## src/rtl/demux12_reg.sv

```systemverilog
// Registered 1-to-12 demultiplexer: one 32-bit source is written into one of twelve held
// destination registers, with a one-hot strobe, a sticky range error and a saturating write count.

module demux12_lane #(
  parameter int W = 32
) (
  input  logic         clk,
  input  logic         reset,
  input  logic         clr_i,
  input  logic         we_i,
  input  logic [W-1:0] d_i,
  output logic [W-1:0] q_o
);
  always_ff @(posedge clk) begin
    if (reset)      q_o <= '0;
    else if (clr_i) q_o <= '0;
    else if (we_i)  q_o <= d_i;
  end
endmodule

module demux12_reg #(
  parameter int LARGURA = 32,
  parameter int N_DEST  = 12
) (
  input  logic               clk,
  input  logic               reset,
  input  logic [LARGURA-1:0] entrada,
  input  logic [3:0]         selecao,
  input  logic               escreve,
  input  logic               limpa,
  output logic [LARGURA-1:0] primeiro,
  output logic [LARGURA-1:0] segundo,
  output logic [LARGURA-1:0] terceiro,
  output logic [LARGURA-1:0] quarto,
  output logic [LARGURA-1:0] quinto,
  output logic [LARGURA-1:0] sexto,
  output logic [LARGURA-1:0] setimo,
  output logic [LARGURA-1:0] oitavo,
  output logic [LARGURA-1:0] nono,
  output logic [LARGURA-1:0] decimo,
  output logic [LARGURA-1:0] onze,
  output logic [LARGURA-1:0] doze,
  output logic [N_DEST-1:0]  pulso,
  output logic [3:0]         ultimo,
  output logic               erro,
  output logic [7:0]         contagem
);
  logic [N_DEST-1:0][LARGURA-1:0] dest_q;
  logic [N_DEST-1:0]              sel_oh, we_vec;
  logic                           sel_ok, acc;
  logic [N_DEST-1:0]              pulso_q, pulso_d;
  logic [3:0]                     ultimo_q, ultimo_d;
  logic                           erro_q, erro_d;
  logic [7:0]                     cnt_q, cnt_d;

  assign sel_ok = (int'(selecao) < N_DEST);
  assign sel_oh = N_DEST'(1) << selecao;
  // Out-of-range codes must never reach a lane, so the enable is range-gated
  assign acc    = escreve && sel_ok;
  assign we_vec = acc ? sel_oh : '0;

  for (genvar k = 0; k < N_DEST; k++) begin : g_lane
    demux12_lane #(.W(LARGURA)) u_lane (
      .clk   (clk),
      .reset (reset),
      .clr_i (limpa),
      .we_i  (we_vec[k]),
      .d_i   (entrada),
      .q_o   (dest_q[k])
    );
  end

  always_comb begin
    pulso_d  = '0;
    ultimo_d = ultimo_q;
    erro_d   = erro_q;
    cnt_d    = cnt_q;
    if (limpa) begin
      ultimo_d = '0;
      erro_d   = 1'b0;
      cnt_d    = '0;
    end else if (escreve) begin
      if (sel_ok) begin
        pulso_d  = sel_oh;
        ultimo_d = selecao;
        if (cnt_q != 8'hFF) cnt_d = cnt_q + 8'd1;
      end else begin
        erro_d = 1'b1;
      end
    end
  end

  always_ff @(posedge clk) begin
    if (reset) begin
      pulso_q  <= '0;
      ultimo_q <= '0;
      erro_q   <= 1'b0;
      cnt_q    <= '0;
    end else begin
      pulso_q  <= pulso_d;
      ultimo_q <= ultimo_d;
      erro_q   <= erro_d;
      cnt_q    <= cnt_d;
    end
  end

  assign primeiro = dest_q[0];
  assign segundo  = dest_q[1];
  assign terceiro = dest_q[2];
  assign quarto   = dest_q[3];
  assign quinto   = dest_q[4];
  assign sexto    = dest_q[5];
  assign setimo   = dest_q[6];
  assign oitavo   = dest_q[7];
  assign nono     = dest_q[8];
  assign decimo   = dest_q[9];
  assign onze     = dest_q[10];
  assign doze     = dest_q[11];
  assign pulso    = pulso_q;
  assign ultimo   = ultimo_q;
  assign erro     = erro_q;
  assign contagem = cnt_q;
endmodule
```

## config.mk

```make
export PLATFORM = sky130hd
export DESIGN_NAME = demux12_reg
export DESIGN_NICKNAME = d
export VERILOG_FILES = /design/src/rtl/demux12_reg.sv
export SDC_FILE = /design/constraint.sdc
export NUM_CORES = 1
export LEC_CHECK = 0
export ABC_AREA = 1
export CAP_MARGIN = 0
export CORE_ASPECT_RATIO = 1.4
export CORE_MARGIN = 4
export CORE_UTILIZATION = 46
export CTS_BUF_LIST = sky130_fd_sc_hd__clkbuf_8
export DETAILED_ROUTE_END_ITERATION = 6
export PLACE_DENSITY = 0.82
export SLEW_MARGIN = 20
export SYNTH_ARGS = -nofsm -noshare
export SYNTH_HDL_FRONTEND = slang
export SYNTH_HIERARCHICAL = 1
export SYNTH_SLANG_ARGS = --single-unit
```

## constraint.sdc

```tcl
create_clock -name clk -period 1.3 [get_ports clk]
set_input_delay 0.195 -clock clk [delete_from_list [all_inputs] [get_ports clk]]
set_output_delay 0.195 -clock clk [all_outputs]
set_load 0.02 [all_outputs]
```

Word-level counts from Yosys, hierarchy flattened
Index checks and enable logic that the tools add are counted.
- shifts and indexed selects: 1
- bitwise operators: 2
- equality and inequality tests: 1
- magnitude comparators: 1
- reduce and logical (&&, ||, !) cells: 6
- multiplexer cells: 1
- divide/modulo/power cells: 0
- $mul: 0
- add/sub/neg operators: 1
- operators with widths (kind ; count):
    $mux 12 ; 1
    $shl 1x4->12 const A ; 1
    $add 8x1->8 const B ; 1
    $ne 8x8->1 const B ; 1
    $lt 4x4->1 const B ; 1
    $reduce_and 2->1 ; 2
    $reduce_or 4->1 ; 1
    $reduce_and 3->1 ; 1
    $not 1->1 ; 2
    $reduce_or 2->1 ; 1
    $logic_and 1x1->1 ; 1
- input port bits: 40
- RAM bits: 0
- logic and storage cells: 29
- register bits after elaboration: 409
- output and inout bits: 409
- memories kept: 0
- ROM bits: 0
- bits in latches: 0

Logic depth before layout (Yosys ltp)
- depth after elaboration: 3
- gate-level depth with buffers: 10
- mapped depth without buffers: 8

Hierarchy
Netlist, hierarchy kept.
- by module, submodules not included (module ; seq. area each (um2) ; area each (um2) ; instances ; cells each):
    demux12_lane ; 640.6 ; 1353.8 ; 12 ; 203
    demux12_reg ; 500.5 ; 1086.0 ; 1 ; 146

Worst setup path before layout
OpenSTA, ideal clock, no wires.
- path type: register to register
- from: register cnt_q[0] (netlist: contagem[0])
- to: register cnt_q[4] (netlist: contagem[4])
- setup slack: -49 ps
- setup time: 66 ps
- path buffers: 0
- data arrival time: 1282 ps
- period minus slack after synthesis: 1349 ps
- cell stages (with the launch flop): 8
- required time: 1234 ps
- cell sequence: dfxtp_1 ha_1 nand2_2 nor2_4 nand2_4 nand2_4 nand2_1 a21oi_2
- word-level cells in the longest chain between the ends: 2
- elaborated cells between the ends (all ways): 3
- those cells by class: add/sub: 1; eq/ne: 1; reduce/logical: 1
- RTL lines (element ; RTL line ; text):
    start, declared ; 54 ; logic [7:0] cnt_q, cnt_d;
    start signal, assigned ; 103 ; cnt_q <= cnt_d;
    parallel branches: the longest is 2 deep, another holds $add 8x1->8 ; n/a ;
Parallel ways; which one is timed is not known.
A chain may end at the register's enable or synchronous reset.

Final worst setup path
- from: register g_lane[0].u_lane.q_o[17]
- to: output primeiro[17]
- RTL lines (element ; RTL line ; text):
    start, declared ; 12 ; output logic [W-1:0] q_o
    start signal, assigned ; 17 ; else if (we_i) q_o <= d_i;
    end, declared ; 31 ; output logic [LARGURA-1:0] primeiro,
No word-level cell between the ends.

==> metrics.md <==
| Metric | Value |
|---|---|
| Worst VDD drop | 872 uV |
| YS warnings | 6 |
| Vias in the first global route | 17.8k |
| Critical path fanouts, max | 2 |
| Synth Area per Inst | 6.71 um2 |
| Max Cap Violations | 0 |
| P&R area growth vs syn | 51.7% |
| Starting density of the core | 46.9% |
| CTS Sinks | 409 |
| Clock Pin Slew Worst Setup and Hold Paths | 0.07 ns |
| # DRC | 19 |
| Die height | 238 um |
| Final instance area | 26300 um2 |
| DR vias/cell | 4.98 |
| Critical Path RT | 1.11 ns |
| CTS tree | done |
| ANT nets after route | 0 |
| Pwr dens | 1030 nW/um2 |
| DIE WIDTH | 172 um |
| Largest cells by area after synthesis | dfxtp_1 47%, nor2_1 17%, nand2_1 17% |
| Final worst path period share | 110% |
| Final total power | 0.0271 W |
| Status | complete, but fails checks |
| CTS Hold Bufs | 0 |
| Transition time of the tightest slew-check pin | 1.11 ns |
| Initial antenna violation count | 3 |
| IO Port Bufs | 448 |
| Initial drt markers | 1420 |
| Static leakage | 12.2 nW |
| Root Buffer | clkbuf_8 |
| Max_slew headroom | 25.8% |
| Clock latency on the worst-skew pair | 0.62 ns |
| Largest net degree at the start of global routing | 65 |
| Ports | 449 |
| Total Routing Usage GR | 30.7% |
| RSZ-0062 raised after global routing | yes |
| CTS H-tree lvls | 2 |
| Critical-path top delay cell | dfxtp_2 |
| EDFF count, synth | 0 |
| WP data arrival | 1.23 ns |
| Dpl ws | -0.753 ns |
| Row cnt | 83 |
| CP startpoint kind | flip-flop |
| Mapped Area | 17300 um2 |
| Fmax | 0.702 GHz |
| DRT Pass-1 Iters | 7 |
| CP Capture Type | output port |
| Worst stage delay on the critical path | 0.44 ns |
| HPWL Detailed | 41200 um |
| Post-Route WL | 68900 um |
| FF+latch count, synth | 409 |
| Sequential cell area fraction in the yosys report | 47.2% |
| Area of the core | 37000 um2 |
| Die area | 40900 um2 |
| # setup viols final | 74 |
| Failing checks | DRC, setup timing |
| R2r startpoint | contagem[2] |
| Area of placed instances | 22800 um2 |
| Clock Tree Buf Depth | 3 |
| Final hold viol count | 0 |
| WL per Instance | 18.7 um |
| Largest area contributor in the netlist | dfxtp_1 |
| CP cell instances | buf_6 |
| Number of distinct library cells after synthesis | 19 |
| Total grt overflow | 0 |
| Synthesized Nets | 2623 |
| Minimum clock period | 1.43 ns |
| First-pass GRT wire length | 97500 um |
| Min-Delay Path Class | in2reg |
| Layout cells sized above 1 | 36.3% |
| Skew final | 0.00409 ns |
| Top-area cell type share of the netlist area | 47.2% |
| Nets | 3213 |
| Delay-heaviest family, CP | flip-flops |
| Top FF cell, synth | dfxtp_1 |
| Kind of critical path | reg2out |
| Setup crit start | g_lane[0].u_lane/q_o[17] |
| Syn Inst Count | 2582 |
| GP Congestion | 0.866 |
| Max Slew Vio Count | 0 |
| Vias | 18.4k |
| Final core area utilization | 71.1% |
| Hold Path Origin | selecao[1] |
| Total CTS buffers | 61 |
| CP bufs+invs | 1 |
| Post-synthesis async set-or-reset flop share | 0% |
| Setup ws final | -0.125 ns |
## through the flow
step | std cells | setup TNS (ns) | hold WS (ns)
finish | 3688 | -1.34 | 0.0721
global route | 3688 | -8.50 | 0.0720
CTS | 3644 | -5.74 | 0.348
detailed placement | 3480 | -236.55 | 0.457
global placement | 3480 | -224.72 | 0.452
floorplan | 2582 | 0 | 0.343
## logic make-up (layout without fill, tap and decap cells)
group | Yosys count | in the layout | share of synthesized area [%]
simple gates | 1639 | 1640 | 36.5
buf+inv | 519 | 1154 | 15.7
compound gates | 14 | 14 | 0.440
fa+ha+maj | 1 | 1 | 0.0722
other cells | 0 | 3 | 0
flops | 409 | 409 | 47.2
## cell usage in the layout, fill, tap and decap left out
cell type        netlist  final
nand2_4                4      4
inv_4                  1      1
clkbuf_16              0      6
o21ai_0                3      2
dfxtp_1              409      3
ha_4                   0      1
o21a_1                 1      1
buf_12                 0     70
nor2_2                 1      7
nor3_1                 5      5
nand2_1              796    795
nand2_2                3      4
a21oi_2                1      1
a21oi_1                9      9
nand3_2                0      3
buf_6                 85    411
clkinv_2               0     12
buf_4                 37    120
inv_2                  0      2
bufbuf_16              0      1
clkdlybuf4s50_1        0     34
clkbuf_8               0     82
o21ai_1                0      1
dfxtp_2                0    392
dfxtp_4                0     14
dlymetal6s2s_1         0      5
diode_2                0      3
nor2_4                15     28
nand4_1                1      1
bufinv_16              0      4
nand3_1               11      7
clkinvlp_4             0      2
inv_1                396    403
nor2_1               803    785
nand3_4                0      1
buf_16                 0      1
## worst reg2reg max path, cell delays in order (launching register included)
cell	delay, ns
dfxtp_2	0.34
buf_4	0.10
buf_4	0.14
nand2_2	0.09
nor2_4	0.13
nand2_4	0.10
nand2_4	0.09
nand2_1	0.07
a21oi_2	0.14
## cell usage after synthesis (3+ instances only)
master,number
a21oi_1,9
buf_4,37
buf_6,85
dfxtp_1,409
inv_1,396
nand2_1,796
nand2_2,3
nand2_4,4
nand3_1,11
nor2_1,803
nor2_4,15
nor3_1,5
o21ai_0,3
## power breakdown
part	switching, W	total [W]	internal (W)
clock network	0.00527	0.0117	0.00640
registers	0.0000907	0.0127	0.0126
logic	0.00161	0.00270	0.00109
## routing by layer
metal	global-route usage, %	wire (um)	vias up
li1	-	-	8547
met1	31.8	23100	8391
met2	53.1	33700	1029
met3	7.39	5830	388
met4	22.3	6330	0
met5	0	0	-
## path summary, 6_finish.rpt
check | end | slack, ns | cells after the start
min | pulso[1] | 0.07 | 4
max | primeiro[17] | -0.13 | 1
max reg2reg | contagem[4] | 0.04 | 8
min reg2reg | ultimo[2] | 0.47 | 2
## what timing repair did
item	CTS	global route
endpoints found under the setup margin	444	679
resized for setup	2914	27
hold endpoints to repair	0	0
setup buffers	52	35
pin swaps	2	5
cloned	3	7
## flip-flops by register name, summed over array words and instances (netlist names)
signal             count
g_lane.u_lane/q_o    384
contagem               8
pulso                 12
erro                   1
ultimo                 4
## layout make-up
cell class	instances	area (um2)
antenna	3	7.51
clock buffer	82	1130
clock inverter	27	225
fill	2510	10700
inverter	397	1500
multi-input combinational	1655	6580
sequential	409	8730
tap	467	584
timing repair buffer	648	7540
(Power assumes the default switching activity.)
